===== config.mk =====
export PLATFORM = sky130hd
export DESIGN_NAME = tensor_fetch_ctrl
export DESIGN_NICKNAME = d
export VERILOG_FILES = /design/src/rtl/tensor_fetch_ctrl.sv
export SDC_FILE = /design/constraint.sdc
export NUM_CORES = 1
export LEC_CHECK = 0
export BUFFER_PORTS_ARGS = -buffer_cell sky130_fd_sc_hd__buf_4
export CORE_MARGIN = 8
export CORE_UTILIZATION = 44
export CTS_BUF_LIST = sky130_fd_sc_hd__clkbuf_4 sky130_fd_sc_hd__clkbuf_8
export DETAILED_ROUTE_END_ITERATION = 10
export GPL_TIMING_DRIVEN = 0
export PLACE_DENSITY = 0.66
export RECOVER_POWER = 100
export SLEW_MARGIN = 30
export SYNTH_ARGS = -nofsm -noshare
export SYNTH_HDL_FRONTEND = slang
export SYNTH_SLANG_ARGS = --single-unit

===== constraint.sdc =====
create_clock -name clk -period 2.8 [get_ports clk]
set_clock_uncertainty 0.15 [all_clocks]
set_input_delay 0 -clock clk [delete_from_list [all_inputs] [get_ports clk]]
set_output_delay 0 -clock clk [all_outputs]
set_load 0.02 [all_outputs]

===== src/rtl/tensor_fetch_ctrl.sv =====
// Read-side sequencer for the tensor weight/bias memory.
// Walks bias then weight words per row group and streams them out.
module tensor_fetch_ctrl #(
    parameter int unsigned W1_BASE   = 0,
    parameter int unsigned B1_BASE   = 57600,
    parameter int unsigned W2_BASE   = 57664,
    parameter int unsigned B2_BASE   = 57728,
    parameter int unsigned L1_GROUPS = 16,
    parameter int unsigned L1_WPG    = 3600,
    parameter int unsigned L1_BPG    = 4,
    parameter int unsigned L2_GROUPS = 1,
    parameter int unsigned L2_WPG    = 64,
    parameter int unsigned L2_BPG    = 3
) (
    input  logic        clk,
    input  logic        rst,
    input  logic        start,
    input  logic        layer_sel,
    input  logic        mmio_wen,
    output logic        mem_ren,
    output logic [31:0] mem_raddr,
    input  logic [31:0] mem_rdata,
    output logic        out_valid,
    input  logic        out_ready,
    output logic [31:0] out_data,
    output logic        out_is_bias,
    output logic        out_last,
    output logic [3:0]  out_group,
    output logic        busy,
    output logic        done
);

    typedef enum logic [2:0] {
        S_IDLE,
        S_BIAS,
        S_WEIGHT,
        S_DRAIN,
        S_DONE
    } state_t;

    state_t state, state_nxt;

    logic        layer;
    logic [15:0] idx;
    logic [4:0]  grp;
    logic [31:0] bptr;
    logic [31:0] wptr;

    logic [15:0] bpg_m1;
    logic [15:0] wpg_m1;
    logic [4:0]  groups;
    logic        bias_end;
    logic        wt_end;
    logic        accept;
    logic        issuing;

    logic        inflight;
    logic        fl_bias;
    logic        fl_last;
    logic [3:0]  fl_grp;

    logic [31:0] fd [2];
    logic        fb [2];
    logic        flst [2];
    logic [3:0]  fg [2];
    logic        head;
    logic        tail;
    logic [1:0]  occ;
    logic [1:0]  occ_nxt;
    logic        push;
    logic        pop;

    always_comb begin
        bpg_m1 = layer ? 16'(L2_BPG - 1) : 16'(L1_BPG - 1);
        wpg_m1 = layer ? 16'(L2_WPG - 1) : 16'(L1_WPG - 1);
        groups = layer ? 5'(L2_GROUPS) : 5'(L1_GROUPS);
    end

    assign bias_end = (idx == bpg_m1);
    assign wt_end   = (idx == wpg_m1);
    assign accept   = (state == S_IDLE) && start;

    // Buffered words plus the read in flight must fit the 2-entry buffer.
    assign issuing = ((state == S_BIAS) || (state == S_WEIGHT))
                   && !mmio_wen
                   && ((occ + {1'b0, inflight}) < 2'd2);

    assign mem_ren = issuing;

    always_comb begin
        mem_raddr = '0;
        if (state == S_BIAS) begin
            mem_raddr = bptr;
        end else if (state == S_WEIGHT) begin
            mem_raddr = wptr;
        end
    end

    // An empty buffer forwards the returning read word directly.
    assign pop     = (occ != 2'd0) && out_ready;
    assign push    = inflight && !((occ == 2'd0) && out_ready);
    assign occ_nxt = occ + {1'b0, push} - {1'b0, pop};

    assign out_valid = (occ != 2'd0) || inflight;

    always_comb begin
        out_data    = '0;
        out_is_bias = 1'b0;
        out_last    = 1'b0;
        out_group   = '0;
        if (occ != 2'd0) begin
            out_data    = fd[head];
            out_is_bias = fb[head];
            out_last    = flst[head];
            out_group   = fg[head];
        end else if (inflight) begin
            out_data    = mem_rdata;
            out_is_bias = fl_bias;
            out_last    = fl_last;
            out_group   = fl_grp;
        end
    end

    always_ff @(posedge clk) begin
        if (!rst) begin
            state <= S_IDLE;
        end else begin
            state <= state_nxt;
        end
    end

    always_comb begin
        state_nxt = state;
        unique case (state)
            S_IDLE: begin
                if (start) state_nxt = S_BIAS;
            end
            S_BIAS: begin
                if (issuing && bias_end) state_nxt = S_WEIGHT;
            end
            S_WEIGHT: begin
                if (issuing && wt_end) begin
                    if ((grp + 5'd1) < groups) state_nxt = S_BIAS;
                    else                       state_nxt = S_DRAIN;
                end
            end
            S_DRAIN: begin
                if (occ_nxt == 2'd0) state_nxt = S_DONE;
            end
            S_DONE: begin
                state_nxt = S_IDLE;
            end
            default: begin
                state_nxt = S_IDLE;
            end
        endcase
    end

    assign busy = (state == S_BIAS) || (state == S_WEIGHT)
                || (state == S_DRAIN);
    assign done = (state == S_DONE);

    always_ff @(posedge clk) begin
        if (!rst) begin
            layer    <= 1'b0;
            idx      <= '0;
            grp      <= '0;
            bptr     <= '0;
            wptr     <= '0;
            inflight <= 1'b0;
            fl_bias  <= 1'b0;
            fl_last  <= 1'b0;
            fl_grp   <= '0;
            head     <= 1'b0;
            tail     <= 1'b0;
            occ      <= '0;
            for (int k = 0; k < 2; k++) begin
                fd[k]   <= '0;
                fb[k]   <= 1'b0;
                flst[k] <= 1'b0;
                fg[k]   <= '0;
            end
        end else begin
            inflight <= issuing;
            if (accept) begin
                layer <= layer_sel;
                idx   <= '0;
                grp   <= '0;
                bptr  <= layer_sel ? 32'(B2_BASE) : 32'(B1_BASE);
                wptr  <= layer_sel ? 32'(W2_BASE) : 32'(W1_BASE);
            end
            if (issuing) begin
                fl_bias <= (state == S_BIAS);
                fl_last <= (state == S_WEIGHT) && wt_end;
                fl_grp  <= grp[3:0];
                if (state == S_BIAS) begin
                    bptr <= bptr + 32'd1;
                    idx  <= bias_end ? '0 : idx + 16'd1;
                end else begin
                    wptr <= wptr + 32'd1;
                    if (wt_end) begin
                        idx <= '0;
                        grp <= grp + 5'd1;
                    end else begin
                        idx <= idx + 16'd1;
                    end
                end
            end
            if (push) begin
                fd[tail]   <= mem_rdata;
                fb[tail]   <= fl_bias;
                flst[tail] <= fl_last;
                fg[tail]   <= fl_grp;
                tail       <= ~tail;
            end
            if (pop) begin
                head <= ~head;
            end
            occ <= occ_nxt;
        end
    end

endmodule


* Word level (Yosys, flattened, before mapping)
Memory sizes are Yosys's and may differ from the RTL's. A register that Yosys moved wholly into a read port is not among the register bits. Index checks and enable logic that the tools add are counted.
Storage, ports and cells: RAM bits 76, bits in latches 0, memory bits (read-only) 0, word-level logic and storage cells 122, input bits 38, memories 4, output and inout port bits 74, register bits after elaboration 100
Operators by class: reductions and logical operators 24, bitwise gates (word level) 2, eq/ne operators 10, multiplexer cells 60, multiply operators 0, $add $sub $neg 7, shifts and indexed selects 0, $lt $le $gt $ge 2, div/mod/pow operators 0
Memories:
- fd | depth 2, width 32, read ports 1, clocked after memory_dff 1, write ports 2, RTL line 62 | logic [31:0] fd [2];
- fg | depth 2, width 4, read ports 1, clocked after memory_dff 1, write ports 2, RTL line 65 | logic [3:0] fg [2];
- fb | depth 2, width 1, read ports 1, clocked after memory_dff 1, write ports 2, RTL line 63 | logic fb [2];
- flst | depth 2, width 1, read ports 1, clocked after memory_dff 1, write ports 2, RTL line 64 | logic flst [2];
Operator list (count):
- two-way mux 32 bit | 11
- two-way mux 16 bit | 6
- adder 32 x 1 -> 32 bit (second input constant) | 2
- OR reduction 32 bit | 1
- two-way mux 1 bit | 27
- two-way mux 5 bit | 5
- adder 16 x 1 -> 16 bit (second input constant) | 1
- equality test 16 x 12 -> 1 bit | 1
- equality test 16 x 2 -> 1 bit | 1
- two-way mux 12 bit | 1
- two-way mux 3 bit | 4
- two-way mux 4 bit | 3
- one-hot mux 3 bit (4 select lines) | 1
- logical AND 1 bit | 9
- two-way mux 8 bit | 1
- != test 2 bit (second input constant) | 4
- equality test 3 x 2 -> 1 bit (second input constant) | 2
- adder 5 x 1 -> 5 bit (second input constant) | 1
- less-than comparator 5 bit | 1
- adder 2 x 1 -> 2 bit | 2
- zero test 2 bit | 2
- AND reduction 4 bit | 1
- nonzero test 2 bit | 2
- OR reduction 4 bit | 1
- other kinds (10) | 15

* Logic depth before layout (Yosys ltp)
word-level depth 9, gate-level depth with buffers 11, depth with buffers taken out 11

* Worst setup path after synthesis
No wires, ideal clock.
path kind reg-to-reg, start point register occ[0], end point register state[1], setup time 0.087 ns, path buffers 0, slack 0.237 ns, data arrival time 2.326 ns, period minus slack after synthesis 2.563 ns, required time 2.563 ns, stages on the path, launching flop included 12, path through dfxtp_1 nor2_1 a21boi_1 inv_1 ha_1 inv_1 ha_1 xnor3_1 a31oi_1 o31a_1 or3b_1 o31ai_1
Between the ends: longest elaborated chain between the ends 9, elaborated cells on any way between the ends 18, those cells by class 3 x add/sub; 1 x order compare; 3 x eq/ne; 11 x reduce/logical
RTL lines:
- start, declared | RTL line 68 | logic [1:0] occ;
- start signal, assigned | RTL line 219 | occ <= occ_nxt;
- zero test 2 bit | RTL line 101 | assign push = inflight && !((occ == 2'd0) && out_ready);
- logical AND 1 bit | RTL line 101
- zero test 1 bit | RTL line 101
- logical AND 1 bit | RTL line 101
- adder 2 x 1 -> 2 bit | RTL line 102 | assign occ_nxt = occ + {1'b0, push} - {1'b0, pop};
- subtractor 2 x 1 -> 2 bit | RTL line 102
- zero test 2 bit | RTL line 148 | if (occ_nxt == 2'd0) state_nxt = S_DONE;
- != test 2 bit (no line)
- AND reduction 4 bit (no line) *
- end signal, assigned | RTL line 128 | state <= state_nxt;
- end, declared | RTL line 41 | state_t state, state_nxt;
Every way passes the cells marked *; elsewhere a longest branch is shown, timed or not. A chain may end at the register's enable or synchronous reset.

* Worst setup path in the final report
start point register inflight, end point register wptr[21]
Between the ends: longest elaborated chain between the ends 4
RTL lines:
- start, declared | RTL line 57 | logic inflight;
- start signal, assigned | RTL line 184 | inflight <= issuing;
- adder 2 x 1 -> 2 bit | RTL line 86 | && ((occ + {1'b0, inflight}) < 2'd2);
- less-than comparator 2 bit | RTL line 86
- logical AND 1 bit | RTL line 86
- two-way mux 32 bit | RTL line 192 | if (issuing) begin
- end signal, assigned | RTL line 190 | wptr <= layer_sel ? 32'(W2_BASE) : 32'(W1_BASE);
- end signal, assigned | RTL line 200 | wptr <= wptr + 32'd1;
- end, declared | RTL line 47 | logic [31:0] wptr;
Every way passes these cells.

==> summary.txt <==
Run status
  • Status: finished clean

Route
  • Drt drc: 0
  • ANT nets after route: 0
  • WL final: 24900 um
  • Initial DRT Pass Iterations: 5
  • Via Count: 7877
  • DRT iter0 DRCs: 537
  • Wire per inst: 17.7 um
  • Avg Vias per Cell: 5.59

Yosys
  • Synth unique cells: 71
  • Top_reg_cell synth: dfxtp_1
  • EDFF count, synth: 72
  • Cell Area, Synth: 9020 um2
  • Synthesized instance count: 955
  • FF+latch count, synth: 177
  • Syn nets: 1000
  • Synth Area per Inst: 9.44 um2
  • Ys async rst share: 0
  • YS warnings: 0
  • Seq/Total Area, Yosys: 0.473

Floorplanning
  • Die height: 159 um
  • Area of the core: 20200 um2
  • Site Rows: 52
  • Total die area: 25300 um2
  • Initial Util: 0.447
  • I/O pin count: 112
  • Die Wd: 159 um

Cells and area
  • Fill count: 1883
  • Antenna diodes: 0
  • Final #Nets: 1170
  • Layout cells sized above 1: 0.150
  • Most frequent cells in the layout: dfxtp_1 (103), o21ai_0 (78), nand3_1 (75)
  • Area growth syn-to-layout: 20.1%
  • Reg area: 4270 um2
  • Area of the multi-input gates: 4460 um2
  • Final instance area: 10800 um2
  • Commonest non-fill, non-tap cell in the layout: dfxtp_1
  • Post-layout util: 0.537

Global route
  • Global-route wire length before repair: 40000 um
  • GRT Util Overall: 0.191
  • Pin count of the biggest net entering global routing: 20
  • Grt met1 use: 0.251
  • Initial antenna violation count: 0
  • M3 GR Usage: 0.0429
  • GR Overflow Total: 0
  • Grt met2 use: 0.313
  • GR peak layer: met2
  • Number of global-route vias before repair: 7581

Hold path
  • Hold Crit Class: input port to flop

Place
  • Gp weighted congestion: 0.925
  • IO Port Bufs: 110
  • Dpl cell area: 10200 um2
  • Post-DP HPWL: 17600 um

Clock tree
  • TritonCTS buffer count: 17
  • Clock slew at the register clock pins of the worst setup and hold paths: 0.11 ns
  • Clk buf depth: 2
  • CTS tree: yes
  • Clock Latency Late Sink: 0.48 ns
  • CTS sink cnt: 177
  • # H-tree levels: 4
  • CTS Root Cell: clkbuf_8

Critical path
  • CP max stage delay: 0.56 ns
  • Worst path required time: 3.00 ns
  • CP Max Fanout: 10
  • Worst EP arrival: 2.90 ns
  • CP Cell Sequence: buf_2 -> nand3_1 -> a2111oi_4 -> nand4_2 -> clkbuf_2 -> o311ai_0 -> a21oi_1
  • Setup Crit Path Kind: flop to flop
  • Critical path's slowest cell: a2111oi_4
  • Startpoint types: flop
  • CP Capture Type: flop

Power and ir drop
  • Leak: 3.82 nW
  • Peak supply drop: 349 uV
  • PD cells: 660 nW/um2

Timing
  • Tmin final: 2.70 ns
  • Final Setup Violations: 0
  • Final critical-path share of the clock period: 0.964
  • Fin. Hold Viols: 0
  • Achievable Freq: 370 MHz
  • Max_slew headroom: 0.361
  • Unrepaired setup endpoints after global routing: true
  • Slew @ Worst Pin: 0.956 ns
  • Fin. max-slew vios: 0

Job
  • Max-Cap Viols: 0
-- Yosys cell counts (3+ instances only) --
master / number / area share
a211oi_1: 4 / 0.0033
a21o_1: 3 / 0.0025
a21oi_1: 44 / 0.024
a22o_1: 26 / 0.025
a31oi_1: 6 / 0.0042
and2_1: 81 / 0.056
and3_1: 15 / 0.010
and4_1: 4 / 0.0039
buf_1: 6 / 0.0025
buf_2: 3 / 0.0017
buf_6: 3 / 0.0037
clkbuf_1: 45 / 0.019
dfxtp_1: 105 / 0.23
edfxtp_1: 72 / 0.24
ha_1: 7 / 0.0097
inv_1: 17 / 0.0071
mux2i_1: 46 / 0.051
nand2_1: 65 / 0.027
nand3_1: 74 / 0.041
nand3b_1: 6 / 0.0050
nand4_1: 28 / 0.019
nor2_1: 51 / 0.021
nor2b_1: 3 / 0.0021
nor3_1: 9 / 0.0050
nor4_1: 9 / 0.0062
o211ai_1: 12 / 0.010
o21a_1: 7 / 0.0058
o21ai_0: 78 / 0.043
o31ai_1: 8 / 0.0067
or2_2: 3 / 0.0021
or3_1: 30 / 0.021
or4_1: 10 / 0.0083
xnor2_1: 14 / 0.014
xor2_1: 15 / 0.015
-- worst max-delay path: cells and delay by family, from the launching register on --
| family | cells | cell delay, ns |
|---|---|---|
| and+or+nand+nor | 2 | 0.67 |
| DFF | 1 | 0.31 |
| buffers and inverters | 2 | 0.47 |
| AOI/OAI and AO/OA | 3 | 0.97 |
-- state kept, by name (all words and copies together), names as in the netlist, 3 cells and up, named ones only --
register / flops
fd: 64
bptr: 32
wptr: 32
idx: 16
fg: 8
grp: 5
fl_grp: 4
state: 3
-- area by class of cell --
cell class	count	area share
Multi-Input combinational cell	700	0.412
Sequential cell	177	0.394
Inverter	18	0.00624
Buffer	60	0.0253
Clock buffer	17	0.0216
Tap cell	270	0.0312
Timing Repair Buffer	151	0.0950
Clock inverter	15	0.0147
-- per-stage QoR --
stage / cells / setup WS, ns / TNS (ns) / hold slack [ns] / power (mW)
floorplan: 955 / 0.237 / 0 / 0.0482 / 4.52
detailed placement: 1337 / -0.246 / -2.53 / 0.151 / 5.47
global placement: 1335 / -0.378 / -19.26 / 0.146 / 5.44
global route: 1408 / -0.0433 / -0.606 / 0.201 / 7.50
finish: 1408 / 0.101 / 0 / 0.211 / 7.15
CTS: 1406 / 0.00113 / 0 / 0.196 / 7.31
-- routing by layer --
layer / share of wire / vias up / wire [um]
met5: 0 / - / 0
met4: 0.012 / 0 / 287
met3: 0.065 / 25 / 1630
met2: 0.47 / 271 / 11600
met1: 0.46 / 3723 / 11400
li1: - / 3858 / -
-- logic make-up (layout without fill, tap and decap cells) --
family / after synthesis / after routing / synth area share
XOR/XNOR: 30 / 30 / 0.0307
buffers and inverters: 78 / 261 / 0.0364
adder cells (fa/ha/maj): 7 / 7 / 0.00971
flip-flops: 177 / 177 / 0.473
AO/OA/AOI/OAI: 209 / 209 / 0.149
AND/OR/NAND/NOR: 407 / 407 / 0.249
multiplexers: 47 / 47 / 0.0523
-- worst paths after layout --
kind	cells after the start	endpoint	slack [ns]	startpoint
worst min-delay path	3	fd[1][7]	0.21	mem_rdata[7]
worst max register to register	7	wptr[21]	0.10	inflight
worst max-delay path	7	wptr[21]	0.10	inflight
worst min register to register	2	fb[1]	0.33	fb[1]
-- power breakdown --
group,total [mW],switching [mW],internal [mW]
Sequential,2.97,0.122,2.84
Clock,1.80,1.05,0.747
Combinational,2.38,1.63,0.755
Total,7.15,2.80,4.35
-- repair_timing --
action | CTS | global route
gates resized for setup | 7 | 23
cloned | 0 | 0
hold buffers | 37 | 0
endpoints found under the hold margin | 104 | 0
pin swaps | 0 | 1
setup endpoints to repair | 47 | 116
setup buffers | 0 | 2
Power figures use the tool's default switching activity.
